[config.mk]
export PLATFORM = sky130hd
export DESIGN_NAME = threshold_compress
export DESIGN_NICKNAME = d
export VERILOG_FILES = /design/src/rtl/tnn_pkg.sv /design/src/rtl/trit_encoder.sv /design/src/rtl/threshold_compress.sv
export SDC_FILE = /design/constraint.sdc
export NUM_CORES = 1
export LEC_CHECK = 0
export ABC_AREA = 1
export BUFFER_PORTS_ARGS = -buffer_cell sky130_fd_sc_hd__clkbuf_2
export CORE_MARGIN = 3
export CORE_UTILIZATION = 53
export CTS_CLUSTER_DIAMETER = 60
export DETAILED_ROUTE_END_ITERATION = 7
export PLACE_DENSITY = 0.88
export SLEW_MARGIN = 10
export SYNTH_ARGS = -nofsm -noshare
export SYNTH_HDL_FRONTEND = slang
export SYNTH_HIERARCHICAL = 1
export SYNTH_SLANG_ARGS = --single-unit
[constraint.sdc]
create_clock -name clk_i -period 8.9 [get_ports clk_i]
set_clock_uncertainty 0.1 [all_clocks]
set_input_delay 1.78 -clock clk_i [delete_from_list [all_inputs] [get_ports clk_i]]
set_output_delay 1.78 -clock clk_i [all_outputs]
set_load 0.01 [all_outputs]
[src/rtl/tnn_pkg.sv]
// tnn_pkg: shared trit encodings and compression-register size relations
package tnn_pkg;
  localparam logic [1:0] TRIT_NEG  = 2'b00;
  localparam logic [1:0] TRIT_ZERO = 2'b01;
  localparam logic [1:0] TRIT_POS  = 2'b10;
  function automatic int compreg_width(input int output_width);
    return output_width * 5 / 4;
  endfunction
  function automatic int n_trits(input int compreg_w);
    return compreg_w / 2;
  endfunction
endpackage

[src/rtl/trit_encoder.sv]
// trit_encoder: packs base-3 digits (2 bits each, digit k at bits [2k+1:2k]) into binary sum d_k*3^k
module trit_encoder import tnn_pkg::*; #(
  parameter int OUTPUT_WIDTH = 8,
  parameter int COMPREG_WIDTH = compreg_width(OUTPUT_WIDTH)
) (
  input  logic [COMPREG_WIDTH-1:0] digits_i,
  output logic [OUTPUT_WIDTH-1:0]  value_o
);
  localparam int N_TRITS = n_trits(COMPREG_WIDTH);
  // Horner evaluation from the most significant (last sampled) digit down
  always_comb begin
    value_o = '0;
    for (int k = N_TRITS - 1; k >= 0; k--)
      value_o = OUTPUT_WIDTH'(value_o * 3 + {{(OUTPUT_WIDTH-2){1'b0}}, digits_i[2*k +: 2]});
  end
endmodule

[src/rtl/threshold_compress.sv]
// threshold_compress: ternarizes preactivations against per-sample thresholds and packs five trits per word
module threshold_compress import tnn_pkg::*; #(
  parameter int OUTPUT_WIDTH = 8
) (
  input  logic                    clk_i,
  input  logic                    rst_i,
  input  logic [31:0]             data_i,
  input  logic [31:0]             thresholds_i,
  input  logic                    enable_i,
  output logic [OUTPUT_WIDTH-1:0] data_o,
  output logic                    ready_o
);
  localparam int COMPREG_WIDTH = compreg_width(OUTPUT_WIDTH);
  localparam int N_TRITS = n_trits(COMPREG_WIDTH);
  localparam int CNT_W = $clog2(N_TRITS);
  localparam logic [CNT_W-1:0] LAST = CNT_W'(N_TRITS - 1);
  logic signed [31:0]       w_data, w_lo, w_hi;
  logic [1:0]               w_digit;
  logic [COMPREG_WIDTH-1:0] w_next;
  logic [OUTPUT_WIDTH-1:0]  w_word;
  logic                     w_last;
  logic [COMPREG_WIDTH-1:0] r_comp;
  logic [CNT_W-1:0]         r_cnt;
  logic [OUTPUT_WIDTH-1:0]  r_data;
  logic                     r_ready;
  assign w_data = data_i;
  assign w_lo = {{16{thresholds_i[15]}}, thresholds_i[15:0]};
  assign w_hi = {{16{thresholds_i[31]}}, thresholds_i[31:16]};
  // +1 test first so it wins when LO > HI
  always_comb begin
    w_digit = (w_data >= w_hi) ? TRIT_POS : (w_data < w_lo) ? TRIT_NEG : TRIT_ZERO;
    w_last = r_cnt == LAST;
    w_next = {w_digit, r_comp[COMPREG_WIDTH-1:2]};
  end
  trit_encoder #(.OUTPUT_WIDTH(OUTPUT_WIDTH), .COMPREG_WIDTH(COMPREG_WIDTH)) u_enc (
    .digits_i (w_next),
    .value_o  (w_word)
  );
  // new digits enter at the top, so after a full group the first sample sits at the bottom (weight 3^0)
  always_ff @(posedge clk_i) begin
    if (rst_i) begin
      r_comp <= '0;
      r_cnt <= '0;
      r_data <= '0;
      r_ready <= 1'b0;
    end else begin
      r_ready <= enable_i && w_last;
      if (enable_i) begin
        r_comp <= w_next;
        r_cnt <= w_last ? '0 : r_cnt + 1'b1;
        if (w_last) r_data <= w_word;
      end
    end
  end
  assign data_o = r_data;
  assign ready_o = r_ready;
endmodule

==> run summary <==
Leaving out fill and tap cells, the most frequent cells in the layout are sky130_fd_sc_hd__nand2_1 (108), sky130_fd_sc_hd__ha_1 (94), sky130_fd_sc_hd__inv_1 (83). The clock passes through at most 2 buffers. The weighted congestion at the end of routability-driven global placement came out at around 0.84. Leaving out fill and tap cells, the most frequent cell in the layout is sky130_fd_sc_hd__nand2_1. The highest net fanout along the worst path is 17. The biggest area contributor in the post-synthesis netlist is sky130_fd_sc_hd__ha_1. The total inserted antenna cells came out at 0. The via count of the first global-routing pass came out at approximately 3,100. For this run, the slowest stage of the critical path takes roughly 500 ps. The path category of the worst min-delay check is reg -> reg. The post-route antenna net violation count came out at 0.

The average via count per standard cell is ~5.1. After detailed routing, the average wire length per cell comes to between 10 and 15 microns. The post-synthesis average cell area came out at 7.11 sq um.

The yosys synthesis warning count came out at 6. The first-pass iteration count of the detailed router is 4. The initial core utilization is 0.555. The synthesized net count came out at 640. The floorplan step defined a core boundary enclosing ~6000 sq um. The share of synthesized area in the top cell type comes to 0.351. The reg2reg setup slack is 3400 ps. The number of H-tree branching levels is 1.

The maximum number of pins on one net before global-route repair is 18. The post-DP HPWL came out at slightly above 6000 microns. The worst setup path is launched from an input pin.

The tool flagged a number of max-cap violations equal to 0. The sum of overflow across all layers after global routing came out at 0. The clock-pin slew on the worst setup and hold paths is 80 ps. The worst register-to-register path ends at data_o[7]. The global-route wire length before repair came out at around 12,000 microns. Headroom to the max-slew limit came out at 0.684. The die extent in y came out at 85.5 microns. The hold path endpoint is data_o[4]. The number of endpoints with negative hold slack in the final report is 0. The routed wire length came out at approximately 7000 microns. The number of primary I/O pins is 76. The number of antenna violations at the first check in global routing is 0. The required time of the worst setup path came out at about 9000 ps. Of the available clock period, the critical path in the final layout requires 0.940. The fraction of the yosys area taken by sequential cells is 0.120. The max-slew violation count was 0. The summed negative setup slack over all endpoints came out at 0 ps. The total number of clock tree sinks came out at 20. For this run, the total global-route usage over all layers was measured as 0.200.

In this design, the critical path's most frequently occurring cell is sky130_fd_sc_hd__nand2_1. The gate count of the mapped netlist is about 470. In the final layout, the share of cells above drive strength 1 is 0.198.

The count of nets after finishing came out at 720. The category of cells accounting for the largest share of critical-path delay is adder cells. The worst hold path was traced through 2 stages.

Among all stages on the critical path, the largest delay is contributed by sky130_fd_sc_hd__fa_1. By startpoint and endpoint, the worst setup path is classified as in -> reg. The arrival time at the worst endpoint is about 8400 ps. The clock reaches the later pin of the worst-skew pair after between 200 and 300 ps.

The cell row count is 28. Sorting the synthesized cells by area gives the leading types as sky130_fd_sc_hd__ha_1 (35%), sky130_fd_sc_hd__nand2_1 (12%), sky130_fd_sc_hd__dfxtp_1 (12%). STA classifies the critical path endpoint as a flip-flop. The slew at the pin with the worst max-slew slack came out at 474 ps. The length in cells of the worst reg-to-reg path is 32. The area of all placed cells without fillers came out at around 4000 sq um. Setup violations remaining at the end of the flow were counted as 0. The DRC violation count after routing came out at 0. The flow ran to the end, and the final reports show no timing, DRC or antenna violations.

The count of vias placed by the detailed router came out at 3,180. The CTS buffer count is 3. The mapped netlist covers approximately 3300 sq um.

The number of hold-repair buffers added at the cts stage is 0. The number of input and output port buffers inserted came out at 75. The die outline width is between 80 and 90 microns. The combined buffer and inverter count along the critical path came out at 12.

The CTS tree is built. The cell sitting at the root of the clock tree is a sky130_fd_sc_hd__clkbuf_8. Subtracting the final worst setup slack from the clock period gives 8370 ps. The startpoint identified for the worst hold timing path is data_o[4]. The placed instances occupy a cell area of 3810 sq um. Counting flops and latches in the post-synthesis netlist gives 20. The highest achievable clock rate is ~120 MHz. In this run the critical register-to-register path is launched from r_comp[9]. The first routing iteration left 109 violations. The relative area change from synthesis to final layout is 17.5%. The count of different cell masters after synthesis came out at 29. The full die area is about 7300 sq um.
worst register-to-register path: cells and delay by family, from the launching register on:
kind                       cells  cell delay [ps]
DFF                            1              330
and+or+nand+nor               12              950
adders and majority gates      9             3110
AOI/OAI and AO/OA              2              320
xor gates and xnor gates       1              140
buffers and inverters          8              470
cell usage after synthesis, drive strengths merged:
cell type / instances
xnor2: 6
nand2: 117
a21oi: 41
xor2: 4
ha: 94
nand3: 29
nor3: 2
dfxtp: 20
o21ai: 14
o211ai: 1
inv: 86
clkbuf: 2
fa: 8
nor2: 30
a31oi: 2
nand3b: 2
clkinv: 1
nand4: 7
o21a: 3
a21o: 1
o21bai: 1
layer usage:
metal  wire length, microns  global-route usage  vias to the layer above
li1                       -                   -                     1701
met1                   3150               0.244                     1398
met2                   3490               0.374                       70
met3                    259              0.0155                       11
met4                    119              0.0547                        0
met5                      0                   0                        -
sequential cells by signal, indices dropped and copies added (netlist names):
register,count
data_o,8
r_comp,8
r_cnt,3
ready_o,1
through the flow:
step | instances | utilization | hold WS (ps) | setup WS (ps)
4_1_cts | 623 | 0.644 | 380 | 298
3_5_place_dp | 619 | 0.632 | 365 | 2.04
6_report | 625 | 0.652 | 376 | 530
5_1_grt | 625 | 0.652 | 400 | -5.09
3_3_place_gp | 619 | 0.632 | 359 | 404
2_1_floorplan | 471 | - | 348 | 864
timing repair:
action | in CTS | in global routing
buffers inserted | 0 | 2
resized for setup | 0 | 3
setup endpoints to repair | 0 | 1
cell families (layout without fill, tap and decap cells):
| logic type | after synthesis | in the layout | synth area share |
|---|---|---|---|
| flops | 20 | 20 | 0.120 |
| buf+inv | 89 | 168 | 0.0998 |
| compound gates | 63 | 63 | 0.104 |
| xor+xnor | 10 | 10 | 0.0262 |
| fa+ha+maj | 102 | 102 | 0.399 |
| simple gates | 187 | 187 | 0.251 |
worst max-delay path by stage:
| stage | slack, ps | startpoint | cells after the start | endpoint |
|---|---|---|---|---|
| after floorplan | 860 | thresholds_i[31] | 42 | data_o[7] |
| after global placement | 400 | thresholds_i[31] | 43 | data_o[7] |
| after detailed placement | 2 | thresholds_i[31] | 44 | data_o[7] |
| after CTS | 300 | thresholds_i[31] | 44 | data_o[7] |
| after global routing | -5 | thresholds_i[31] | 47 | data_o[7] |
| final | 530 | thresholds_i[31] | 45 | data_o[7] |
area by class of cell:
cell class | count | area, sq um
inverter | 87 | 334
tap | 75 | 93.8
clock buffer | 3 | 41.3
clock inverter | 1 | 30.0
timing repair buffer | 77 | 415
multi-input combinational | 362 | 2620
sequential | 20 | 400
fill | 530 | 2090
Power is left out: the tool's default activity adds up to more than one toggle a clock period on the data nets, which glitch-free logic cannot reach.
